File: src/rtl/if_stage_pkg.sv
// Shared types and constants for the instruction fetch stage.
package if_stage_pkg;

   localparam int unsigned XLEN   = 64;
   localparam int unsigned INST_W = 32;

   localparam logic [XLEN-1:0] PC_RESET_DEF = 64'h0000_0000_8000_0000;

   localparam logic [0:0] ST_BOOT = 1'b0;
   localparam logic [0:0] ST_RUN  = 1'b1;

   typedef struct packed {
      logic [INST_W-1:0] inst;
      logic [XLEN-1:0]   addr;
   } fetch_pkt_t;

   localparam int unsigned PKT_W = $bits(fetch_pkt_t);

   // Fetch addresses are always word aligned.
   function automatic logic [XLEN-1:0] align_pc(input logic [XLEN-1:0] pc);
      return pc & ~XLEN'(3);
   endfunction

endpackage

File: src/rtl/if_stage_inst_fifo.sv
// DEPTH-entry synchronous FIFO of {inst, inst_addr} with flush; head is read
// straight from storage so the outputs are register driven.
module inst_fifo
   import if_stage_pkg::*;
#(
   parameter int unsigned DEPTH = 2,
   parameter int unsigned CW    = $clog2(DEPTH + 1)
) (
   input  logic             clk,
   input  logic             rst,
   input  logic             i_push,
   input  logic [PKT_W-1:0] i_data,
   input  logic             i_pop,
   input  logic             i_flush,
   output logic             o_valid,
   output logic [PKT_W-1:0] o_head,
   output logic [CW-1:0]    o_count
);

   localparam int unsigned PW = (DEPTH > 1) ? $clog2(DEPTH) : 1;

   logic [PKT_W-1:0] r_mem [DEPTH];
   logic [PW-1:0]    r_wr;
   logic [PW-1:0]    r_rd;
   logic [CW-1:0]    r_count;

   logic w_push;
   logic w_pop;

   function automatic logic [PW-1:0] next_ptr(input logic [PW-1:0] p);
      return (p == PW'(DEPTH - 1)) ? '0 : p + PW'(1);
   endfunction

   assign w_push = i_push & ~i_flush;
   assign w_pop  = i_pop & (r_count != '0);

   always_ff @(posedge clk) begin
      if (!rst) begin
         for (int i = 0; i < int'(DEPTH); i++) r_mem[i] <= '0;
         r_wr    <= '0;
         r_rd    <= '0;
         r_count <= '0;
      end else if (i_flush) begin
         r_wr    <= '0;
         r_rd    <= '0;
         r_count <= '0;
      end else begin
         if (w_push) begin
            r_mem[r_wr] <= i_data;
            r_wr        <= next_ptr(r_wr);
         end
         if (w_pop) r_rd <= next_ptr(r_rd);
         r_count <= r_count + CW'(w_push) - CW'(w_pop);
      end
   end

   assign o_valid = (r_count != '0);
   assign o_head  = r_mem[r_rd];
   assign o_count = r_count;

endmodule

File: src/rtl/if_stage.sv
// Instruction fetch stage: PC, credit-limited imem requests, in-order response
// buffering and redirect flush with stale-response dropping.
module if_stage
   import if_stage_pkg::*;
#(
   parameter logic [63:0] PC_RESET = PC_RESET_DEF,
   parameter int unsigned DEPTH    = 2
) (
   input  logic        clk,
   input  logic        rst,
   output logic        imem_req_valid,
   input  logic        imem_req_ready,
   output logic [63:0] imem_req_addr,
   input  logic        imem_rsp_valid,
   input  logic [31:0] imem_rsp_data,
   input  logic        redirect_valid,
   input  logic [63:0] redirect_pc,
   output logic        inst_valid,
   input  logic        inst_ready,
   output logic [31:0] inst,
   output logic [63:0] inst_addr
);

   localparam int unsigned CW = $clog2(DEPTH + 1);
   localparam int unsigned UW = CW + 1;

   logic [0:0]      r_state;
   logic [XLEN-1:0] r_pc;
   logic [XLEN-1:0] r_rsp_pc;
   logic [CW-1:0]   r_outstanding;
   logic [CW-1:0]   r_drop;

   logic [0:0]      w_state_nxt;
   logic [XLEN-1:0] w_pc_nxt;
   logic [XLEN-1:0] w_rsp_pc_nxt;
   logic [CW-1:0]   w_outstanding_nxt;
   logic [CW-1:0]   w_drop_nxt;

   logic            w_pop;
   logic            w_accept;
   logic            w_keep;
   logic [UW-1:0]   w_used;
   logic [CW-1:0]   w_count;
   fetch_pkt_t      w_push_pkt;
   fetch_pkt_t      w_head;

   assign w_pop    = inst_valid & inst_ready;
   // Credits cover in-flight requests plus buffered entries; a same-cycle pop frees one.
   assign w_used   = UW'(r_outstanding) + UW'(w_count) - UW'(w_pop);
   assign imem_req_valid = (r_state == ST_RUN) & ~redirect_valid & (w_used < UW'(DEPTH));
   assign w_accept = imem_req_valid & imem_req_ready;
   assign w_keep   = imem_rsp_valid & (r_drop == '0) & ~redirect_valid;

   assign w_push_pkt.inst = imem_rsp_data;
   assign w_push_pkt.addr = r_rsp_pc;

   always_ff @(posedge clk) begin
      if (!rst) begin
         r_state       <= ST_BOOT;
         r_pc          <= align_pc(PC_RESET);
         r_rsp_pc      <= align_pc(PC_RESET);
         r_outstanding <= '0;
         r_drop        <= '0;
      end else begin
         r_state       <= w_state_nxt;
         r_pc          <= w_pc_nxt;
         r_rsp_pc      <= w_rsp_pc_nxt;
         r_outstanding <= w_outstanding_nxt;
         r_drop        <= w_drop_nxt;
      end
   end

   always_comb begin
      w_state_nxt       = r_state;
      w_pc_nxt          = r_pc;
      w_rsp_pc_nxt      = r_rsp_pc;
      w_outstanding_nxt = r_outstanding + CW'(w_accept) - CW'(imem_rsp_valid);
      w_drop_nxt        = r_drop;

      if (r_state == ST_BOOT) w_state_nxt = ST_RUN;

      if (w_accept) w_pc_nxt = r_pc + XLEN'(4);
      if (w_keep)   w_rsp_pc_nxt = r_rsp_pc + XLEN'(4);
      if (imem_rsp_valid && (r_drop != '0)) w_drop_nxt = r_drop - CW'(1);

      // Everything still in flight after this cycle belongs to the old path.
      if (redirect_valid) begin
         w_pc_nxt     = align_pc(redirect_pc);
         w_rsp_pc_nxt = align_pc(redirect_pc);
         w_drop_nxt   = w_outstanding_nxt;
      end
   end

   inst_fifo #(
      .DEPTH (DEPTH),
      .CW    (CW)
   ) u_fifo (
      .clk     (clk),
      .rst     (rst),
      .i_push  (w_keep),
      .i_data  (w_push_pkt),
      .i_pop   (w_pop),
      .i_flush (redirect_valid),
      .o_valid (inst_valid),
      .o_head  (w_head),
      .o_count (w_count)
   );

   assign imem_req_addr = align_pc(r_pc);
   assign inst          = w_head.inst;
   assign inst_addr     = w_head.addr;

endmodule

File: config.mk
export PLATFORM = sky130hd
export DESIGN_NAME = if_stage
export DESIGN_NICKNAME = d
export VERILOG_FILES = /design/src/rtl/if_stage_pkg.sv /design/src/rtl/if_stage_inst_fifo.sv /design/src/rtl/if_stage.sv
export SDC_FILE = /design/constraint.sdc
export NUM_CORES = 1
export LEC_CHECK = 0
export CORE_MARGIN = 4
export CORE_UTILIZATION = 35
export CTS_CLUSTER_SIZE = 24
export DETAILED_ROUTE_END_ITERATION = 10
export PLACE_DENSITY_LB_ADDON = 0.25
export SKIP_LAST_GASP = 1
export SLEW_MARGIN = 10
export SYNTH_ARGS = -nofsm -noshare
export SYNTH_HDL_FRONTEND = slang
export SYNTH_HIERARCHICAL = 1
export SYNTH_SLANG_ARGS = --single-unit
File: constraint.sdc
create_clock -name clk -period 12.3 [get_ports clk]
set_clock_uncertainty 0.15 [all_clocks]
set_input_delay 1.845 -clock clk [delete_from_list [all_inputs] [get_ports clk]]
set_output_delay 1.845 -clock clk [all_outputs]
set_load 0.005 [all_outputs]
[After elaboration in Yosys (flattened, before gate mapping)]
Memory sizes are Yosys's and may differ from the RTL's. A register that Yosys moved wholly into a read port is not among the register bits.
Cells that the tools add are included.
Storage, ports and cells
  register bits: 137
  memory bits (writable): 192
  word-level logic and storage cells: 61
  memories kept: 1
Cells by class
  $add $sub $neg: 11
  $lt $le $gt $ge: 1
  muxes and demuxes: 19
  bitwise logic cells: 10
  reductions and logical operators: 9
Memories
  u_fifo.r_mem: words 2, width 96, rd ports 1, clocked after Yosys merged registers in 1, wr ports 2, line if_stage_inst_fifo.sv:22  | logic [PKT_W-1:0] r_mem [DEPTH];
Operators by type and width (number)
  $mux W64: 4
  $add A64 B3 Y64 const B: 2
  $mux W96: 1
  $reduce_or A96 Y1: 1
  $mux W1: 12
  $reduce_bool A2 Y1: 5
  $and A1 B1 Y1: 8
  $add A2 B1 Y2: 2
  $mux W2: 2
  $sub A2 B1 Y2: 2
  $add A2 B2 Y3: 1
  $lt A3 B2 Y1 const B: 1
  $sub A3 B1 Y3: 1
  $add A1 B1 Y1 const B: 2
  $logic_not A2 Y1: 1
  $not A1 Y1: 2
  $reduce_or A2 Y1: 1
  $sub A2 B1 Y2 const B: 1
  $logic_and A1 B1 Y1: 1

[Logic depth before layout (Yosys ltp)]
  depth in word-level cells: 10
  mapped depth: 16

[Hierarchy]
Netlist, hierarchy kept.
By module, submodules not included
  inst_fifo: times used 1, cells each 559, area an instance 8732.1 um^2, seq. area each 5865.6 um^2
  if_stage: times used 1, cells each 982, area an instance 7657.3 um^2, seq. area each 2582.5 um^2

[Worst setup path before layout]
Ideal clock, no wire load.
  path kind: input-to-reg
  from: in redirect_valid
  to: mem u_fifo/r_mem[0][0] in the netlist's numbering, enable pin
  arrival: 9641 ps
  required time: 11467 ps
  path slack: 1826 ps
  stages on the path: 6
  buffers on the path: 3
  cell sequence: clkbuf_1 > clkbuf_1 > buf_1 > nor2_1 > or2b_1 > o21ai_0
RTL lines
  start, declared: line if_stage.sv:16  | input logic redirect_valid,
  end, declared: line if_stage_inst_fifo.sv:22

[Worst setup path in the final report]
  from: in inst_ready
  to: out imem_req_valid
Between the ends
  word-level cells in the longest chain between the ends: 4
RTL lines
  start, declared: line if_stage.sv:19  | input logic inst_ready,
  $and A1 B1 Y1: line if_stage.sv:47  | assign w_pop = inst_valid & inst_ready;
  via w_pop: line if_stage.sv:39  | logic w_pop;
  $sub A3 B1 Y3: line if_stage.sv:49  | assign w_used = UW'(r_outstanding) + UW'(w_count) - UW'(w_pop);
  $lt A3 B2 Y1: line if_stage.sv:50  | assign imem_req_valid = (r_state == ST_RUN) & ~redirect_valid & (w_used < UW'(DEPTH));
  $and A1 B1 Y1: line if_stage.sv:50
  end, declared: line if_stage.sv:11  | output logic imem_req_valid,
The timed path passes the listed nets, and every way through them passes these cells.

==> impl_metrics.toml <==
[status]
status = "completed"

[hold_path]
hold_class = "reg -> reg"

[layout]
drive_gt1_share_pct = 11.3
area_delta_synth_final_pct = 25.2
regArea_um2 = 8450
finish.net_count = 1855
multiInputGateArea_um2 = 7270
n_fill_cell = 4385
fin_util_pct = 44.2

[clock_network]
cts_resized = 0
clock_path_buffers = 3
cts-htree-levels = 2
cts_setup_buffers = 0
cts_tree = "done"
worstSkewPairLatency_ns = 0.57
cts_buffers = 39
cts_sinks = 326
root_buffer = "clkbuf_16"
cts_hold_buffers = 0
clkTransAtPathRegs_ns = 0.06

[floorplan]
die-height_um = 224
initial_core_util_pct = 35.3
coreArea_um2 = 46500
core.rowCount = 79
die-area_um2 = 50400
io_pins = 264
chipWidth_um = 224

[power_and_ir_drop]
p_total_uw = 2740
pwr-share-seq_pct = 46.7
ir_drop_mv = 0.0832
switchingPower_uw = 684
combPwrFrac_pct = 10.5
sw_frac_of_total_pct = 25.0
leakagePower_uw = 0.00761
cellPowerDensity_nw_per_um2 = 133
clkPwrFrac_pct = 42.8
intPower_uw = 2050

[timing]
period_minus_slack_ns = 6.92
tightest_slew_ns = 1.16
maxSlewHeadroom_pct = 22.8
rsz0062_at_grt = "no"
tns_ns = 0
fin_crit_sh_pct = 56.3
clock.fmax_mhz = 144
slew_violations = 0
setup_viol = 0
hold_viol = 0

[synth]
yosys.cell_types.count = 73
syn_inst = 1541
synth-seq-cells = 326
synth_top_flop_cell = "edfxtp_1"
syn_avg_cell_area_um2 = 10.6
synth_warnings = 6
seq_area_frac_synth_pct = 51.5
synth_edf_count = 192
synth_area_um2 = 16400
async_reset_ff_share_pct = 0

[detailed_routing]
ant_nets = 0
drc = 0
firstDrtPassIters = 6
dr_total_vias = 13400
drt_iter0_drc = 1208
avgRoutedWirePerCell_um = 22.0
routed_wl_um = 52300
viasPerCell = 5.64

[setup_path]
cp-start-kind = "input port"
crit_path_top_delay_cell = "clkdlybuf4s50_1"
crit_top_cell = "clkdlybuf4s50_1"
cp.required_ns = 10.30
end_kind = "primary output"
path_cells = "clkdlybuf4s50_1 -> and2_1 -> ha_1 -> nand2b_1 -> fa_1 -> xnor2_1 -> buf_4 -> nor4bb_1 -> clkdlybuf4s50_1"
crit_fanout = 9
worstSetupPathType = "in -> out"
cpPeakStageDelay_ns = 0.63
cp.arrival_ns = 4.93

[grt]
grt_overflow = 0
grt_max_degree = 146
first_global_vias = 13000
antenna_found_initial = 0
grt_util_all_layers_pct = 19.9
grt_first_pass_wirelength_um = 78300

[placement]
portBuffers = 259
routabilityCongestion = 0.921
dp_hpwl_um = 35300

[job]
maxCapViolCount = 0
power groups by stage:
stage / clock [uW] / combinational (uW) / sequential [uW]
after CTS: 1200 / 289 / 1280
after global routing: 1250 / 312 / 1280
final: 1170 / 287 / 1280
after global placement: 0 / 285 / 1290
after detailed placement: 0 / 287 / 1300
after floorplan: 0 / 138 / 1280
metrics by stage:
stage | instances | setup WS (ns) | hold slack (ns) | area, um^2
floorplan | 1546 | 1.83 | 0.330 | 16400
global placement | 2309 | 5.50 | 0.337 | 19200
detailed placement | 2309 | 5.53 | 0.345 | 19200
CTS | 2381 | 5.50 | 0.361 | 20500
global route | 2381 | 5.30 | 0.402 | 20500
finish | 2382 | 5.38 | 0.357 | 20500
cells in the final DEF, fill, tap and decap left out, drive strengths merged, types with 26 or more instances in the layout:
cell type and n:
clkbuf 44, a31oi 39, nor4 38, a21oi 63, dfxtp 134, nor2 35, nand3 61, or3 26
and3 223, nand2 84, mux2 96, clkdlybuf4s50 257, edfxtp 192, xor2 27, xnor2 35, o21ai 77
or4 32, nand4 67
logic make-up (layout without fill, tap and decap cells):
kind of cell	after synthesis	after routing	synth area share (%)
AOI/OAI and AO/OA	245	245	9.00
DFF	326	326	51.5
muxes	100	100	6.84
adders and majority gates	10	10	0.809
xor gates and xnor gates	63	63	3.45
other	1	7	0.0229
and+or+nand+nor	662	662	24.0
buffers and inverters	134	362	4.33
registers in the layout, indices dropped and copies added, names as in the netlist, named ones only:
register / count
u_fifo/o_count: 2
u_fifo/r_mem: 192
u_fifo/r_rd: 1
u_fifo/r_wr: 1
r_rsp_pc: 62
r_state: 1
r_outstanding: 2
r_pc: 62
r_drop: 2
synth_stat cells, types with 21 or more instances:
master / instances / share of area (%)
a21oi_1: 63 / 1.9
a31oi_1: 39 / 1.5
and3_1: 222 / 8.5
clkbuf_1: 71 / 1.6
dfxtp_1: 134 / 16
edfxtp_1: 192 / 35
mux2_2: 96 / 6.6
nand2_1: 84 / 1.9
nand3_1: 60 / 1.8
nand4_1: 66 / 2.5
nor2_1: 35 / 0.80
nor3_1: 21 / 0.64
nor4_1: 36 / 1.4
o21ai_0: 77 / 2.4
o31ai_1: 22 / 1.0
or3_1: 25 / 0.95
or4_1: 30 / 1.4
xnor2_1: 35 / 1.9
xor2_1: 27 / 1.4
layout make-up:
cell class,instances,share of cell area [%]
antenna,1,0.0122
inverter,19,0.360
tap,607,3.70
timing repair buffer,271,13.0
clock inverter,28,1.37
multi-input combinational,1086,35.4
sequential,326,41.2
clock buffer,44,4.90
final timing paths:
kind,start,to,slack (ns),cells after the start
worst max-delay path,inst_ready,imem_req_valid,5.38,9
worst min-delay path,u_fifo/r_rd,register,0.36,2
worst max register to register,u_fifo/o_count[0],r_pc[51],8.22,11
worst min register to register,u_fifo/r_rd,register,0.36,2
layer usage:
layer  routed length, um  vias to the layer above  track usage (%)
met5                   0                        -                0
met4                1530                        0             5.87
met3                4020                       91             4.44
met2               22900                      532             30.3
met1               23900                     6489             28.5
li1                    -                     6323                -
critical path, delay by kind of cell:
kind,cells,cell delay (ns)
simple gates,3,1.02
xor+xnor,1,0.14
buf+inv,3,1.26
fa+ha+maj,2,0.66
No activity file was read; power rests on OpenSTA's default activity.
